<file path="config.mk">
export PLATFORM = sky130hd
export DESIGN_NAME = i2c_cmd_queue
export DESIGN_NICKNAME = d
export VERILOG_FILES = /design/src/rtl/i2c_cmd_queue.sv
export SDC_FILE = /design/constraint.sdc
export NUM_CORES = 1
export LEC_CHECK = 0
export CAP_MARGIN = 20
export CORE_MARGIN = 2
export CORE_UTILIZATION = 53
export DETAILED_ROUTE_END_ITERATION = 10
export PLACE_DENSITY = 0.87
export SLEW_MARGIN = 0
export SYNTH_ARGS = -nofsm -noshare
export SYNTH_HDL_FRONTEND = slang
export SYNTH_SLANG_ARGS = --single-unit
export TNS_END_PERCENT = 100
</file>
<file path="constraint.sdc">
create_clock -name sysclk -period 3.7 [get_ports sysclk]
set_input_delay 0.74 -clock sysclk [delete_from_list [all_inputs] [get_ports sysclk]]
set_output_delay 0.74 -clock sysclk [all_outputs]
set_load 0.03 [all_outputs]
</file>
<file path="src/rtl/i2c_cmd_queue.sv">
// i2c_cmd_queue: buffers single-byte I2C read/write commands and issues them to i2c_master one at a time
// Ports: sysclk/reset (sync, active-high); cmd_valid/cmd_ready/cmd_rw/cmd_addr/cmd_data command push;
//        rsp_valid/rsp_ready/rsp_data read-byte pop; m_enable/m_rw/m_address/m_wdata/m_rdata/m_busy master side;
//        cmd_count/rsp_count/idle status; timeout_err sticky flag.
// Optional feature: define I2C_CMDQ_TIMEOUT_EN to abort a transaction after TIMEOUT_CYCLES (timeout_err tied 0 otherwise).
module i2c_cmd_queue #(
  parameter int CMD_DEPTH = 8,
  parameter int RSP_DEPTH = 8,
  parameter int TIMEOUT_CYCLES = 100000
) (
  input  logic                           sysclk,
  input  logic                           reset,
  input  logic                           cmd_valid,
  output logic                           cmd_ready,
  input  logic                           cmd_rw,
  input  logic [6:0]                     cmd_addr,
  input  logic [7:0]                     cmd_data,
  output logic                           rsp_valid,
  input  logic                           rsp_ready,
  output logic [7:0]                     rsp_data,
  output logic                           m_enable,
  output logic                           m_rw,
  output logic [6:0]                     m_address,
  output logic [7:0]                     m_wdata,
  input  logic [7:0]                     m_rdata,
  input  logic                           m_busy,
  output logic [$clog2(CMD_DEPTH+1)-1:0] cmd_count,
  output logic [$clog2(RSP_DEPTH+1)-1:0] rsp_count,
  output logic                           idle,
  output logic                           timeout_err
);
  localparam int CW = $clog2(CMD_DEPTH);
  localparam int CC = $clog2(CMD_DEPTH + 1);
  localparam int RW = $clog2(RSP_DEPTH);
  localparam int RC = $clog2(RSP_DEPTH + 1);
  localparam logic [CC-1:0] CMD_FULL = CC'(CMD_DEPTH);
  localparam logic [RC-1:0] RSP_FULL = RC'(RSP_DEPTH);
  typedef enum logic [1:0] {IDLE, ISSUE, WAIT_DONE, CAPTURE} state_t;
  state_t state, state_n;
  logic [15:0] cmd_mem [CMD_DEPTH];
  logic [7:0] rsp_mem [RSP_DEPTH];
  logic [CW-1:0] cmd_wr, cmd_rd;
  logic [RW-1:0] rsp_wr, rsp_rd;
  logic reserved, cmd_push, load, rsp_push, rsp_pop, head_rw, tmo;
  logic [7:0] rsp_wdata;
  assign cmd_ready = cmd_count != CMD_FULL;
  assign cmd_push = cmd_valid && cmd_ready;
  assign rsp_valid = rsp_count != '0;
  assign rsp_pop = rsp_valid && rsp_ready;
  assign head_rw = cmd_mem[cmd_rd][15];
  assign idle = state == IDLE && cmd_count == '0;
`ifdef I2C_CMDQ_TIMEOUT_EN
  localparam int TW = $clog2(TIMEOUT_CYCLES + 1);
  logic [TW-1:0] tcnt;
  logic terr;
  // Only IDLE precedes ISSUE, so clearing in IDLE gives a zero count on ISSUE entry.
  assign tmo = (state == ISSUE || state == WAIT_DONE) && tcnt == TW'(TIMEOUT_CYCLES - 1);
  assign timeout_err = terr;
  always_ff @(posedge sysclk) begin
    if (reset) begin
      tcnt <= '0;
      terr <= 1'b0;
    end else begin
      tcnt <= state == IDLE ? '0 : tcnt + TW'(1);
      terr <= terr | tmo;
    end
  end
`else
  assign tmo = 1'b0;
  assign timeout_err = 1'b0;
`endif
  always_comb begin
    state_n = state;
    load = 1'b0;
    rsp_push = 1'b0;
    rsp_wdata = m_rdata;
    if (tmo) begin
      // An aborted read still fills its reserved slot so responses stay in command order.
      state_n = IDLE;
      rsp_push = reserved;
      rsp_wdata = 8'h00;
    end else begin
      case (state)
        IDLE: if (cmd_count != '0 && (!head_rw || rsp_count + RC'(reserved) < RSP_FULL)) begin
          load = 1'b1;
          state_n = ISSUE;
        end
        ISSUE:     state_n = m_busy ? WAIT_DONE : ISSUE;
        WAIT_DONE: state_n = m_busy ? WAIT_DONE : (m_rw ? CAPTURE : IDLE);
        CAPTURE: begin
          rsp_push = 1'b1;
          state_n = IDLE;
        end
      endcase
    end
  end
  always_ff @(posedge sysclk) begin
    if (reset) begin
      state <= IDLE;
      cmd_wr <= '0;
      cmd_rd <= '0;
      cmd_count <= '0;
      rsp_wr <= '0;
      rsp_rd <= '0;
      rsp_count <= '0;
      rsp_data <= '0;
      reserved <= 1'b0;
      m_enable <= 1'b0;
      m_rw <= 1'b0;
      m_address <= '0;
      m_wdata <= '0;
    end else begin
      state <= state_n;
      m_enable <= state_n == ISSUE;
      if (cmd_push) begin
        cmd_mem[cmd_wr] <= {cmd_rw, cmd_addr, cmd_data};
        cmd_wr <= cmd_wr + CW'(1);
      end
      if (load) begin
        {m_rw, m_address, m_wdata} <= cmd_mem[cmd_rd];
        cmd_rd <= cmd_rd + CW'(1);
      end
      cmd_count <= cmd_count + CC'(cmd_push) - CC'(load);
      reserved <= load ? head_rw : (rsp_push ? 1'b0 : reserved);
      if (rsp_push) begin
        rsp_mem[rsp_wr] <= rsp_wdata;
        rsp_wr <= rsp_wr + RW'(1);
      end
      if (rsp_pop) rsp_rd <= rsp_rd + RW'(1);
      rsp_count <= rsp_count + RC'(rsp_push) - RC'(rsp_pop);
      // rsp_data tracks the head entry and keeps its last value once the FIFO drains.
      if (rsp_pop && rsp_count > RC'(1)) rsp_data <= rsp_mem[rsp_rd + RW'(1)];
      else if (rsp_push && (rsp_count == '0 || (rsp_pop && rsp_count == RC'(1)))) rsp_data <= rsp_wdata;
    end
  end
endmodule

</file>
==> results, run 1 <==
- Counting flops with a built-in enable in the synthesized netlist gives 192.
- Data on the critical path is required at its endpoint by 2960 ps.
- The most common cell in the synthesized netlist is sky130_fd_sc_hd__edfxtp_1.
- Using the TritonRoute via totals, the vias-per-cell ratio works out to 5.92.
- After detailed routing, the average wire length per cell comes to 22.2 um.
- In the synthesized netlist the dominant register cell turns out to be sky130_fd_sc_hd__edfxtp_1.
- The number of buffers created by CTS is 24.
- In this run the power density over the cells is 721 mW/mm^2.
- In this design, the largest share of critical-path delay is due to buffers and inverters.
- The HPWL reported at the end of detailed placement is 11,700 um.
- The worst hold path stage count is 2.
- The maximum clock path buffer count is 3.
- The clock tree root driver cell is sky130_fd_sc_hd__clkbuf_16.
- The number of antenna diodes in the final layout is 0.
- After synthesis, the netlist uses 46 different library cells.
- The deepest level of the CTS H-tree is 1.
- The clock insertion delay at the later pin of the skew report is 510 ps.
- The post-CTS setup buffer count is 0.
- After clock tree synthesis, the clock-pin slew on the worst setup and hold paths is 60 ps.
- The clock skew is 10.7 ps.
- The fraction of final layout cells sized beyond drive strength 1 is 0.224.
- The number of antenna violations at the first check in global routing is 0.
- The overflow left after global routing is 0.
- The die is 140 um tall.
- In this run the count of I/O pins placed on the die edge is 66.
- The slew at the pin closest to its max-slew limit is 1060 ps.
- In this run, the number of DRC markers left after iteration 0 of detailed routing was 421.
- The path class of the tightest hold or removal check is reg -> reg.
- Buffers inserted to repair hold after CTS numbered 0.
- VDD sags by at most 0.502 mV.
- The setup-violating endpoint count in the final report is 0.
- The horizontal die dimension is 140 um.
- Across every metal layer, demand over resource in global routing totals 0.206.
- The net count after synthesis is 615.
- The post-synthesis async set-or-reset flop share is 0.
- The startpoint class of the critical path is a flip-flop.
- The largest driver fanout on the critical path is 6.
- The core occupancy in the finished layout is 0.641.
- The number of standard cells in the final layout excluding fillers is 895.
- After synthesis, the cell types taking the most area are sky130_fd_sc_hd__edfxtp_1, sky130_fd_sc_hd__mux4_2, sky130_fd_sc_hd__dfxtp_1.
- For this run, the top clock speed supported by timing is 0.323 GHz.
- The run finished with clean final reports.
- The final layout contains 695 nets.
- For this design, the slowest cell found on the critical path is sky130_fd_sc_hd__clkdlybuf4s50_1.
- The number of pins exceeding their max-slew limit in the final report is 0.
- Entering global routing, the biggest net connects 52 pins.
- The first global-routing pass estimated 31,100 um of wire.
- The sum of negative setup slack is 0 ps.
- The final total power is 8.32 mW.
- The die covers 0.0196 mm^2.
- In this run the core area contains 49 standard-cell rows.
- The longest individual stage delay on the worst path is 620 ps.
- Averaged over all synthesized cells, the footprint is 17.2 um^2.
- The normalized max-slew margin is 0.290.
- In the routed design, unresolved DRC markers number 0.
- Before antenna repair, the detailed router went through 5 iterations.
- At the worst endpoint, the arrival time is 2360 ps.
- The tree built by TritonCTS fans out to 243 sinks.
- For the worst flop-to-flop path, the logic depth is 9.
- The critical path contains buffers and inverters numbering 2 combined.
- The worst setup path is captured at an output port.
- TritonCTS built the clock tree.
- The number of warnings printed during yosys synthesis is 0.
- For this run, the register share of the synthesized area comes to 0.694.
- The leakage dissipation is 3.86 nW.
- The region available for standard cell placement spans 0.0180 mm^2.
- The total of flip-flops plus latches after synthesis is 243.
- Compared with the post-synthesis result, the final layout area differs by 18.1%.
- The starting density of the core is 0.543.
- The critical path runs through a total of 4 cells.
- The cell total after placement is 851.
- Across all layers, the routed design uses 5,302 vias.
- The final cycle utilization of the critical path is 0.837.
- Counting instances in the post-synthesis netlist gives the leading cell types as sky130_fd_sc_hd__edfxtp_1, sky130_fd_sc_hd__dfxtp_1, sky130_fd_sc_hd__mux4_2, sky130_fd_sc_hd__inv_1.
- The proportion of netlist area held by the largest area contributor is 0.589.
- The setup path with the least slack is of type reg -> out.
- The shortest clock period the worst path allows after layout is 3100 ps.
- The synthesized instance count is 568.
- Routability-driven placement finished with a final weighted congestion of 0.751.
- The final number of hold-violating endpoints is 0.
- The via count of the first global-routing pass came to 5,656.
- The number of gates resized after CTS was 0.
- Traced cell by cell, the critical path runs through inv_1 > ha_1 > or3b_2 > clkdlybuf4s50_1.
- The routed wire length is 19,800 um.
- Setup repair after global routing left no endpoint under its margin.
- The count of antenna-violating nets left after detailed routing is 0.
- The quantity of I/O buffers inserted on ports is 64.
- Across the run, the number of max-cap violations was 0.
- The cell area after synthesis is 0.00978 mm^2.
- The top cell type by total area after synthesis is sky130_fd_sc_hd__edfxtp_1.
[sequential cells by signal, indices dropped and copies added (netlist names), 2 cells and up, named ones only]
name and flops:
rsp_rd 3, rsp_data 8, cmd_wr 3, rsp_mem 64, state 2, cmd_rd 3
m_address 7, m_wdata 8, cmd_count 4, cmd_mem 128, rsp_count 4, rsp_wr 3
[metrics by stage]
step                hold WS, ps  instance area, um^2  setup slack [ps]
detailed placement          441                10800               822
CTS                         455                11500               615
finish                      458                11500               602
global placement            435                10800               879
floorplan                   440                 9790              -397
global route                488                11500               548
[worst paths after layout]
check | from | slack, ps | end
worst max-delay path | rsp_count[2]$_SDFF_PP0_ | 600 | rsp_valid
worst min-delay path | rsp_data[3]$_SDFFE_PP0P_ | 460 | rsp_data[3]$_SDFFE_PP0P_
worst max register to register | flip-flop | 750 | cmd_count[3]$_SDFF_PP0_
worst min register to register | rsp_data[3]$_SDFFE_PP0P_ | 460 | rsp_data[3]$_SDFFE_PP0P_
[cells by family after synthesis]
kind of cell / after synthesis / share of synthesized area
and+or+nand+nor: 85 / 0.0443
buffers and inverters: 61 / 0.0271
muxes: 86 / 0.152
adders and majority gates: 18 / 0.0246
other: 1 / 0.000383
DFF: 243 / 0.694
xor gates and xnor gates: 12 / 0.0107
AOI/OAI and AO/OA: 62 / 0.0472
[routing by layer]
| metal | up-vias | track usage | wire length (um) |
|---|---|---|---|
| li1 | 2362 | - | - |
| met1 | 2708 | 0.265 | 7830 |
| met2 | 202 | 0.359 | 10300 |
| met3 | 30 | 0.0416 | 1330 |
| met4 | 0 | 0.0563 | 331 |
| met5 | - | 0 | 0 |
[power by group]
| part | switching [mW] | internal, mW | total [mW] |
|---|---|---|---|
| registers | 0.175 | 3.17 | 3.35 |
| logic | 1.42 | 1.18 | 2.60 |
| clock network | 0.956 | 1.41 | 2.37 |
| total | 2.56 | 5.76 | 8.32 |
[final cells by class]
cell class	instances	area, um^2
fillers	1225	6480
flip-flops and latches	243	6790
inverters	28	105
well taps	229	287
multi-input cells	264	2780
clock inverters	11	100
repair buffers	87	808
clock buffers	33	676
[placed cells by master, fill, tap and decap left out, types with 6 or more instances in the layout]
master	netlist	routed
sky130_fd_sc_hd__buf_4	1	23
sky130_fd_sc_hd__dfxtp_1	51	50
sky130_fd_sc_hd__o21ai_0	9	9
sky130_fd_sc_hd__edfxtp_1	192	192
sky130_fd_sc_hd__nor2b_1	6	6
sky130_fd_sc_hd__nor2_1	18	18
sky130_fd_sc_hd__xor2_1	6	6
sky130_fd_sc_hd__clkbuf_1	15	6
sky130_fd_sc_hd__inv_1	28	28
sky130_fd_sc_hd__mux2_2	23	23
sky130_fd_sc_hd__mux2_1	6	6
sky130_fd_sc_hd__ha_1	16	16
sky130_fd_sc_hd__a211oi_1	22	22
sky130_fd_sc_hd__mux2i_1	10	10
sky130_fd_sc_hd__clkbuf_16	0	25
sky130_fd_sc_hd__nand2_1	23	23
sky130_fd_sc_hd__a21oi_1	10	10
sky130_fd_sc_hd__nand3_1	10	10
sky130_fd_sc_hd__clkdlybuf4s50_1	0	63
sky130_fd_sc_hd__mux4_2	47	47
sky130_fd_sc_hd__a211oi_2	8	8
[tightest hold or removal path, stage by stage (launching register included)]
cell	delay, ps
sky130_fd_sc_hd__dfxtp_1	320
sky130_fd_sc_hd__nand2_1	40
sky130_fd_sc_hd__o21ai_0	60
Note: power is estimated with default switching activity, not from simulation.
==> run 2: changes to the inputs <==
- CORE_UTILIZATION: 53 -> 55
- PLACE_DENSITY: 0.87 -> 0.86
- clock period: 3.7 -> 3.18 ns (I/O delays scaled with it)
==> run 2 against run 1 <==
Worst hold slack gained 2.2 ps. Global-route usage grew 1.1 points. Utilization grew 2.5 points. Critical path depth is the same. Via count grew 0.85%. Register-to-register slack lost 410 ps. Combinational power grew 17%. Sequential power grew 16%. Final cell count shrank 0.22%. First-iteration DRC count grew 4.8%. Clock skew grew 9.4 ps. Critical path type unchanged. Critical endpoint unchanged. Largest power group unchanged.
==> results, run 2 (same netlist as run 1, synthesis figures left out) <==
- The post-CTS setup buffer count was 0 (unchanged).
- The global placer's final weighted congestion was 0.775 (was 0.751).
- The path type of the worst min-delay path is reg -> reg (unchanged).
- The maximum VDD drop was 0.591 mV (was 0.502 mV).
- The most flop-heavy register is cmd_mem (unchanged).
- The TritonCTS clock tree was built (unchanged).
- The HPWL reported at the end of detailed placement is 11,900 um (was 11,700 um).
- The horizontal die dimension came to 137 um (was 140 um).
- The routed wire length came to 19,600 um (was 19,800 um).
- The area of the die was 0.0189 mm^2 (was 0.0196 mm^2).
- The leakage dissipation is 3.87 nW (was 3.86 nW).
- The quantity of I/O buffers inserted on ports is 64 (unchanged).
- The startpoint class of the critical path is a flip-flop (unchanged).
- The height of the die is 137 um (was 140 um).
- The final total power came to 9.70 mW (was 8.32 mW).
- The fraction of final layout cells sized beyond drive strength 1 came to 0.229 (was 0.224).
- The starting density of the core is 0.564 (was 0.543).
- The via density per instance is 5.99 (was 5.92).
- The top-level port count is 66 (unchanged).
- The post-CTS resize count is 0 (unchanged).
- The worst endpoint data arrival time came to 2370 ps (was 2360 ps).
- The number of DRC markers in iteration 0 is 441 (was 421).
- The slack of the worst reg-to-reg path was 340 ps (was 750 ps).
- The tightest hold margin came to 460 ps (was 458 ps).
- The clock tree root driver cell is sky130_fd_sc_hd__clkbuf_16 (unchanged).
- The maximum clock path buffer count is 3 (unchanged).
- The clock insertion delay at the later pin of the skew report came to 530 ps (was 510 ps).
- The number of antenna violations at the first check in global routing is 0 (unchanged).
- The shortest clock period the worst path allows after layout is 3000 ps.
- The total number of nets in the final design is 697 (was 695).
- The antenna cell count is 0 (unchanged).
- The deepest level of the CTS H-tree is 1 (unchanged).
- The normalized max-slew margin came to 0.292 (was 0.290).
- Status: complete, no violations (unchanged).
- The area added between synthesis and finish is 18.1% (about the same).
- The all-layer global routing usage is 0.217 (was 0.206).
- The worst setup path category is reg -> out (unchanged).
- The clock-pin transition on the worst setup and hold timing paths is 60 ps (about the same).
- The flip-flop count of the largest register, all copies and words added was 128 (unchanged).
- The core area came to 0.0174 mm^2 (was 0.0180 mm^2).
- The wire length per cell after detailed routing was 22.0 um (was 22.2 um).
- The power per cell area is 839 mW/mm^2 (was 721 mW/mm^2).
- The slew at the pin closest to its max-slew limit is 1060 ps (about the same).
- The row count is 48 (was 49).
- The setup-violating endpoint count in the final report is 0 (unchanged).
- The number of buffers created by CTS is 24 (unchanged).
- The via count of the first global-routing pass was 5,643 (was 5,656).
- The pin count of the biggest net entering global routing was 52 (unchanged).
- Derived from the worst setup path, the maximum achievable clock frequency is 0.333 GHz.
- The data required time at the worst endpoint was 2540 ps (was 2960 ps).
- The sink count of the clock tree is 243 (unchanged).
- The final number of hold-violating endpoints came to 0 (unchanged).
- The number of optimization iterations in the first detailed-route pass was 5 (unchanged).
- Unrepaired setup endpoints after global routing: false (unchanged).
- The max-capacitance violation count is 0 (unchanged).
- The number of vias in the routed layout was 5,347 (was 5,302).
- The global-route wire length before repair is 30,600 um (was 31,100 um).
- The most common cell after layout, fill and taps aside is sky130_fd_sc_hd__edfxtp_1 (unchanged).
- The clock skew is 20.0 ps (was 10.7 ps).
- The number of pins exceeding their max-slew limit in the final report is 0 (unchanged).
- The final cycle utilization of the critical path is 0.945.
- The number of design rule violations left after detail routing came to 0 (unchanged).
- Largest registers: cmd_mem (128), rsp_mem (64) (unchanged).
- The capturing element type of the critical path is an output port (unchanged).
- The count of antenna-violating nets left after detailed routing is 0 (unchanged).
- The overflow left after global routing is 0 (unchanged).
- The largest driver fanout on the critical path is 6 (unchanged).
- Most used cells in the layout excluding fill and tap cells: sky130_fd_sc_hd__edfxtp_1, sky130_fd_sc_hd__clkdlybuf4s50_1, sky130_fd_sc_hd__dfxtp_1 (unchanged).
- The count of hold buffers inserted by post-cts repair came to 0 (unchanged).
==> run 2: cell count changes in the layout (fill, tap and decap cells not counted), moves of 2 or more <==
cell,change
sky130_fd_sc_hd__buf_4,+2
sky130_fd_sc_hd__clkbuf_1,-2
sky130_fd_sc_hd__clkbuf_8,-2
sky130_fd_sc_hd__clkinv_2,+2
==> run 2: layout make-up <==
cell class                 instances  area [um^2]
tap                              225          282
clock buffer                      28          616
clock inverter                    16          165
fill                            1113         5800
inverter                          28          105
timing repair buffer              89          823
sequential                       243         6790
multi-input combinational        264         2770
==> run 2: power by group <==
part | internal [mW] | switching [mW]
clock | 1.63 | 1.15
combinational | 1.38 | 1.65
sequential | 3.69 | 0.191
total | 6.71 | 2.99
==> run 2: path summary, 6_finish.rpt <==
| kind | cells after the start | end | start |
|---|---|---|---|
| max | 4 | rsp_valid | rsp_count[2]$_SDFF_PP0_ |
| min | 2 | rsp_data[2]$_SDFFE_PP0P_ | rsp_data[2]$_SDFFE_PP0P_ |
| max reg2reg | 8 | cmd_count[2]$_SDFF_PP0_ | flip-flop |
| min reg2reg | 2 | rsp_data[2]$_SDFFE_PP0P_ | rsp_data[2]$_SDFFE_PP0P_ |
==> run 2: critical path, stage by stage, from the launching register on <==
cell and delay (ps):
sky130_fd_sc_hd__dfxtp_1 340, sky130_fd_sc_hd__inv_1 110, sky130_fd_sc_hd__ha_1 260, sky130_fd_sc_hd__or3b_2 520
sky130_fd_sc_hd__clkdlybuf4s50_1 640
==> run 2: through the flow <==
step | area [um^2] | cells | utilization | setup WS [ps] | setup TNS [ps]
final | 11600 | 893 | 0.666 | 175 | 0
after detailed placement | 10800 | 849 | 0.621 | 473 | 0
after global routing | 11600 | 893 | 0.666 | 79.7 | 0
after CTS | 11600 | 893 | 0.666 | 161 | 0
after floorplan | 9800 | 568 | - | -601 | -31120
after global placement | 10800 | 849 | 0.621 | 581 | 0
==> run 2: layer usage <==
metal,vias up,track usage,share of wire,routed length [um]
met4,0,0.0779,0.035,680
met3,58,0.0379,0.051,1010
met1,2732,0.263,0.38,7430
met5,-,0,0,0
met2,188,0.389,0.54,10500
li1,2369,-,-,-
